==> src/rtl/mmix_defs.sv <==
// mmix_defs: shared owner encoding and access-size constants for the core memory port
package mmix_defs;
  typedef enum logic [1:0] {
    NONE  = 2'd0,
    FETCH = 2'd1,
    DATA  = 2'd2
  } owner_t;
  localparam logic [1:0] DS_BYTE  = 2'd0;
  localparam logic [1:0] DS_WYDE  = 2'd1;
  localparam logic [1:0] DS_TETRA = 2'd2;
  localparam logic [1:0] DS_OCTA  = 2'd3;
endpackage

==> src/rtl/mem_port_arbiter.sv <==
// mem_port_arbiter: shares the memory port between fetch and load/store, with starvation guard and CSWAP lock
module mem_port_arbiter
  import mmix_defs::*;
#(
  parameter int STARVE_LIMIT = 4
) (
  input  logic        clk,
  input  logic        reset,
  input  logic [63:0] f_address,
  input  logic        f_read,
  output logic [63:0] f_readdata,
  output logic        f_done,
  input  logic [63:0] d_address,
  input  logic [1:0]  d_datasize,
  input  logic        d_read,
  input  logic        d_write,
  input  logic [63:0] d_writedata,
  input  logic        d_lock,
  output logic [63:0] d_readdata,
  output logic        d_done,
  output logic [63:0] m_address,
  output logic [1:0]  m_datasize,
  output logic        m_read,
  output logic        m_write,
  output logic [63:0] m_writedata,
  input  logic [63:0] m_readdata,
  input  logic        m_done,
  output logic [1:0]  owner
);
  localparam logic [1:0] S_IDLE   = 2'd0;
  localparam logic [1:0] S_FETCH  = 2'd1;
  localparam logic [1:0] S_DATA   = 2'd2;
  localparam logic [1:0] S_LOCKED = 2'd3;
  localparam logic [3:0] LIMIT    = 4'(STARVE_LIMIT);
  logic [1:0] state, state_n;
  logic [3:0] cnt, cnt_n;
  logic       d_req, is_fetch, is_data, data_win;
  assign d_req    = d_read | d_write;
  assign is_fetch = state == S_FETCH;
  assign is_data  = state[1];
  // Data may jump the queue only while fetch has not yet been passed over LIMIT times
  assign data_win = d_req & ((cnt < LIMIT) | ~f_read);
  assign owner       = is_data ? DATA : is_fetch ? FETCH : NONE;
  assign m_address   = is_data ? d_address : is_fetch ? f_address : '0;
  assign m_datasize  = is_data ? d_datasize : is_fetch ? DS_TETRA : DS_BYTE;
  assign m_read      = is_data ? d_read : is_fetch & f_read;
  assign m_write     = is_data & d_write & ~d_read;
  assign m_writedata = is_data ? d_writedata : '0;
  assign f_done      = m_done & is_fetch;
  assign d_done      = m_done & is_data;
  assign f_readdata  = m_readdata;
  assign d_readdata  = m_readdata;
  // Arbitration in IDLE, completion/abort/lock handling while owned
  always_comb begin
    state_n = state;
    cnt_n   = cnt;
    case (state)
      S_IDLE: begin
        state_n = data_win ? S_DATA : f_read ? S_FETCH : S_IDLE;
        cnt_n   = (f_read & data_win) ? cnt + 4'd1 : 4'd0;
      end
      S_FETCH:  state_n = (m_done | ~f_read) ? S_IDLE : S_FETCH;
      S_DATA:   state_n = m_done ? (d_lock ? S_LOCKED : S_IDLE) : d_req ? S_DATA : S_IDLE;
      default:  state_n = m_done ? (d_lock ? S_LOCKED : S_IDLE) : (d_lock | d_req) ? S_LOCKED : S_IDLE;
    endcase
  end
  // State and starve counter registers
  always_ff @(posedge clk or posedge reset) begin
    if (reset) begin
      state <= S_IDLE;
      cnt   <= 4'd0;
    end else begin
      state <= state_n;
      cnt   <= cnt_n;
    end
  end
endmodule

==> config.mk <==
export PLATFORM = sky130hd
export DESIGN_NAME = mem_port_arbiter
export DESIGN_NICKNAME = d
export VERILOG_FILES = /design/src/rtl/mmix_defs.sv /design/src/rtl/mem_port_arbiter.sv
export SDC_FILE = /design/constraint.sdc
export NUM_CORES = 1
export LEC_CHECK = 0
export CAP_MARGIN = 0
export CORE_AREA = 2 2 203 205
export CTS_CLUSTER_DIAMETER = 50
export DETAILED_ROUTE_END_ITERATION = 8
export DIE_AREA = 0 0 205 207
export GPL_ROUTABILITY_DRIVEN = 0
export HOLD_SLACK_MARGIN = 0.02
export PLACE_DENSITY = 0.34
export RECOVER_POWER = 100
export SETUP_SLACK_MARGIN = 0.05
export SLEW_MARGIN = 20
export SYNTH_ARGS = -nofsm -noshare
export SYNTH_HDL_FRONTEND = slang
export SYNTH_SLANG_ARGS = --single-unit
==> constraint.sdc <==
create_clock -name clk -period 2.4 [get_ports clk]
set_input_delay 0.48 -clock clk [delete_from_list [all_inputs] [get_ports clk]]
set_output_delay 0.48 -clock clk [all_outputs]
set_load 0.05 [all_outputs]
### Yosys cells after proc, flatten, opt, wreduce, memory -nomap -nowiden

Index checks and enable logic that the tools add are counted.

* register bits: 6
* bits of input ports: 265
* output and inout bits: 264

* add/sub/neg operators: 1
* magnitude comparators: 1
* eq/ne operators: 2
* multiplexer cells: 18
* bitwise operators: 13
* reduce and logical (&&, ||, !) cells: 1

Operator list (count)
* 2-to-1 mux 64 bit: 3
* 2-to-1 mux 2 bit: 9
* AND 1 bit: 7
* one-hot mux 2 bit (3 select lines): 1
* adder 4 x 1 -> 4 bit, second input constant: 1
* < comparator 4 x 3 -> 1 bit, second input constant: 1
* 2-to-1 mux 1 bit: 4
* 2-to-1 mux 4 bit: 1
* OR 1 bit: 4
* == test 2 x 1 -> 1 bit, second input constant: 1
* == test 2 bit, second input constant: 1
* zero test 2 bit: 1
* inverter 1 bit: 2

### Logic depth before layout (Yosys ltp)

* word-level depth: 5
* gate-level depth with buffers: 6
* gate-level depth less buffers: 3

### Worst setup path after synthesis

OpenSTA, ideal clock, no wires.

* kind: reg-to-output
* start point: register state[1]
* end point: output port m_address[56]
* arrival: 1.415 ns
* path slack: 0.505 ns
* cell stages (with the launch flop): 6
* buffers on the path: 3
* cells stage by stage: dfrtp_1 -> buf_2 -> nor2b_2 -> buf_6 -> buf_4 -> a22o_1

* word-level cells in the longest chain between the ends: 3

Ends and longest elaborated chain
* start: declaration: RTL line mem_port_arbiter.sv:35 `logic [1:0] state, state_n;`
* start signal: assignment: RTL line mem_port_arbiter.sv:73 `state <= state_n;`
* == test 2 x 1 -> 1 bit: RTL line mem_port_arbiter.sv:39 `assign is_fetch = state == S_FETCH;`
* 2-to-1 mux 64 bit: RTL line mem_port_arbiter.sv:44 `assign m_address = is_data ? d_address : is_fetch ? f_address : '0;`
* 2-to-1 mux 64 bit (*): RTL line mem_port_arbiter.sv:44
* end: declaration: RTL line mem_port_arbiter.sv:21 `output logic [63:0] m_address,`

Every way passes the cells marked *; elsewhere a longest branch is shown, timed or not.

### Worst setup path in the final report

* start point: register state[0]
* end point: output port m_address[57]

* word-level cells in the longest chain between the ends: 3

Ends and longest elaborated chain (RTL line)
* == test 2 x 1 -> 1 bit: mem_port_arbiter.sv:39
* 2-to-1 mux 64 bit (2 in series): mem_port_arbiter.sv:44

Every way passes these cells.

==> results.cfg <==
[placement]
place_area_um2 = 6770
place_ws_ps = 424
dp.cells = 1041
port-buffer-count = 336
hpwl_um = 12500

[floorplanning]
coreArea_um2 = 40400
ios = 529
rows = 74
die-area_um2 = 42400
start_util = 0.0603
die_w_um = 205
dieHeight_um = 207

[setup_path]
cp-end-kind = output pin
worstSetupPathType = flop to output pin
arrival_ps = 1730
worstReg2RegEnd = cnt[0]$_DFFE_PP0P_
crit_start = state[0]$_DFF_PP0_
timing.rr.start = state[1]$_DFF_PP0_
endpoint = m_address[57]
cp_data_required_time_ps = 1920
cp_max_fo = 23
worstRegToRegCells = 4
worstSetupStartpointType = flop
ff2ff_setup_slack_ps = 1030

[global_route]
track_usage = 0.0617
grt_pass1_wl_um = 20000
overflow = 0
grt_max_degree = 72
grt_pass1_vias = 3077
antenna_found_initial = 1

[power_and_ir_drop]
ir_drop_mv = 0.499
p_leak_uw = 0.00234
powerDensity_nw_per_um2 = 1250

[clocking]
clkTransAtPathRegs_ps = 40
clock_sinks = 6
cts_made_buffers = 3
clock-root-buffer = clkbuf_16
clockBufferDepth = 2
cts_hold_buf = 0
postCtsSetupBuffers = 0
tritoncts = yes
htreeDepth = 1
clk_latency_ps = 230
cts_resized = 0

[timing]
hold_violations = 0
relSlewSlack = 0.662
finalClockSkew_ps = 2.82
fmax_ghz = 0.452
hold_slack_ps = 498
fin_tns_setup_ps = 0
finalCritPeriodShare = 0.921
rsz0062_at_grt = no
setup_slack_ps = 190
finalCriticalPeriod_ps = 2210
final_max_slew_viol_count = 0
tightestPinTransition_ps = 506
setup-violations-final = 0

[logic_synthesis]
synth_area_leaders = buf_4, a22o_1, and2_1
syn_area_per_cell_um2 = 7.57
syn_nets = 588
synth_edf_count = 0
synth_top_area_share = 0.407
ys_top_cells_by_count = buf_4, and2_1, a22o_1
synth_cell_types = 26
syn_inst = 322
synthFlopType = dfrtp_1
ys_seq_area_frac = 0.0616
synth-seq-cells = 6
async_flop_share = 1.00
synth_area_um2 = 2440
yosysMostFrequentCell = buf_4
synth_warnings = 0
synth_top_cell_by_area = buf_4

[final_layout]
layout-drive-gt1-share = 0.283
fin_area_um2 = 6090
diodes = 0
fin_cells = 1045
final_nets = 780
area_growth_pct = 150

[detailed_routing]
via_count = 2936
postRouteAntennaNets = 0
first_iter_violations = 94
drc_errors = 0
dr.pass1.iters = 4
routed_wl_um = 14500
avgViaCountPerCell = 2.81
avgRoutedWirePerCell_um = 13.9

[min_path]
hold_class = flop to flop

[status]
status = finished clean

[flow_run]
maxCapViolations = 0
-- power breakdown --
part	leakage (uW)	switching, uW	internal, uW
Combinational	0.00223	4370	2760
Clock	0.0000382	56.2	220
Sequential	0.0000779	50.3	140
Total	0.00234	4480	3120
-- sequential cells by signal, indices dropped and copies added (netlist names) --
signal  count
cnt         4
state       2
-- kinds of logic (layout without fill, tap and decap cells) --
family,Yosys count,in the layout,share of synthesized area
adders and majority gates,1,1,0.00514
AOI/OAI and AO/OA,79,79,0.266
buffers and inverters,155,346,0.463
and+or+nand+nor,81,81,0.204
DFF,6,6,0.0616
-- worst max-delay path, cell delays in order, from the launching register on --
cell      delay (ps)
dfrtp_1          470
nor2b_4          230
buf_4            330
a22o_1           180
clkbuf_2         270
-- cell usage in the layout (no fill, tap or decap), types with 2 or more instances in the layout --
cell	instances
clkdlybuf4s50_1	197
buf_12	87
and2_0	66
a22o_1	65
clkbuf_2	49
o21ai_0	10
dfrtp_1	5
nor2_1	3
nand2_1	3
clkbuf_16	3
dlygate4sd3_1	3
inv_1	2
buf_4	2
-- per-layer routing --
metal / vias up / GRT usage / part of all wire
met5: - / 0 / 0.00090
met1: 1270 / 0.0646 / 0.35
met4: 2 / 0.0218 / 0.036
li1: 1348 / - / -
met2: 259 / 0.105 / 0.47
met3: 57 / 0.0318 / 0.15
-- worst min path at each step --
| stage | endpoint | startpoint | cells after the start |
|---|---|---|---|
| 2_1_floorplan | cnt[0]$_DFFE_PP0P_ | reset | 1 |
| 3_3_place_gp | cnt[0]$_DFFE_PP0P_ | cnt[0]$_DFFE_PP0P_ | 1 |
| 3_5_place_dp | cnt[0]$_DFFE_PP0P_ | cnt[0]$_DFFE_PP0P_ | 1 |
| 4_1_cts | cnt[0]$_DFFE_PP0P_ | cnt[0]$_DFFE_PP0P_ | 1 |
| 5_1_grt | cnt[0]$_DFFE_PP0P_ | cnt[0]$_DFFE_PP0P_ | 1 |
| 6_report | cnt[0]$_DFFE_PP0P_ | cnt[0]$_DFFE_PP0P_ | 1 |
-- area by class of cell --
cell class / instances / area, um^2
Tap cell: 532 / 666
Clock buffer: 4 / 78.8
Sequential cell: 6 / 154
Timing Repair Buffer: 340 / 4020
Multi-Input combinational cell: 161 / 1160
Inverter: 2 / 7.51
Fill cell: 4591 / 34300
-- through the flow --
stage | utilization | power [uW]
floorplan | - | 4960
global placement | 0.168 | 8810
detailed placement | 0.168 | 8780
CTS | 0.170 | 9080
global route | 0.151 | 7910
finish | 0.151 | 7600
No activity file was read; power rests on OpenSTA's default activity.
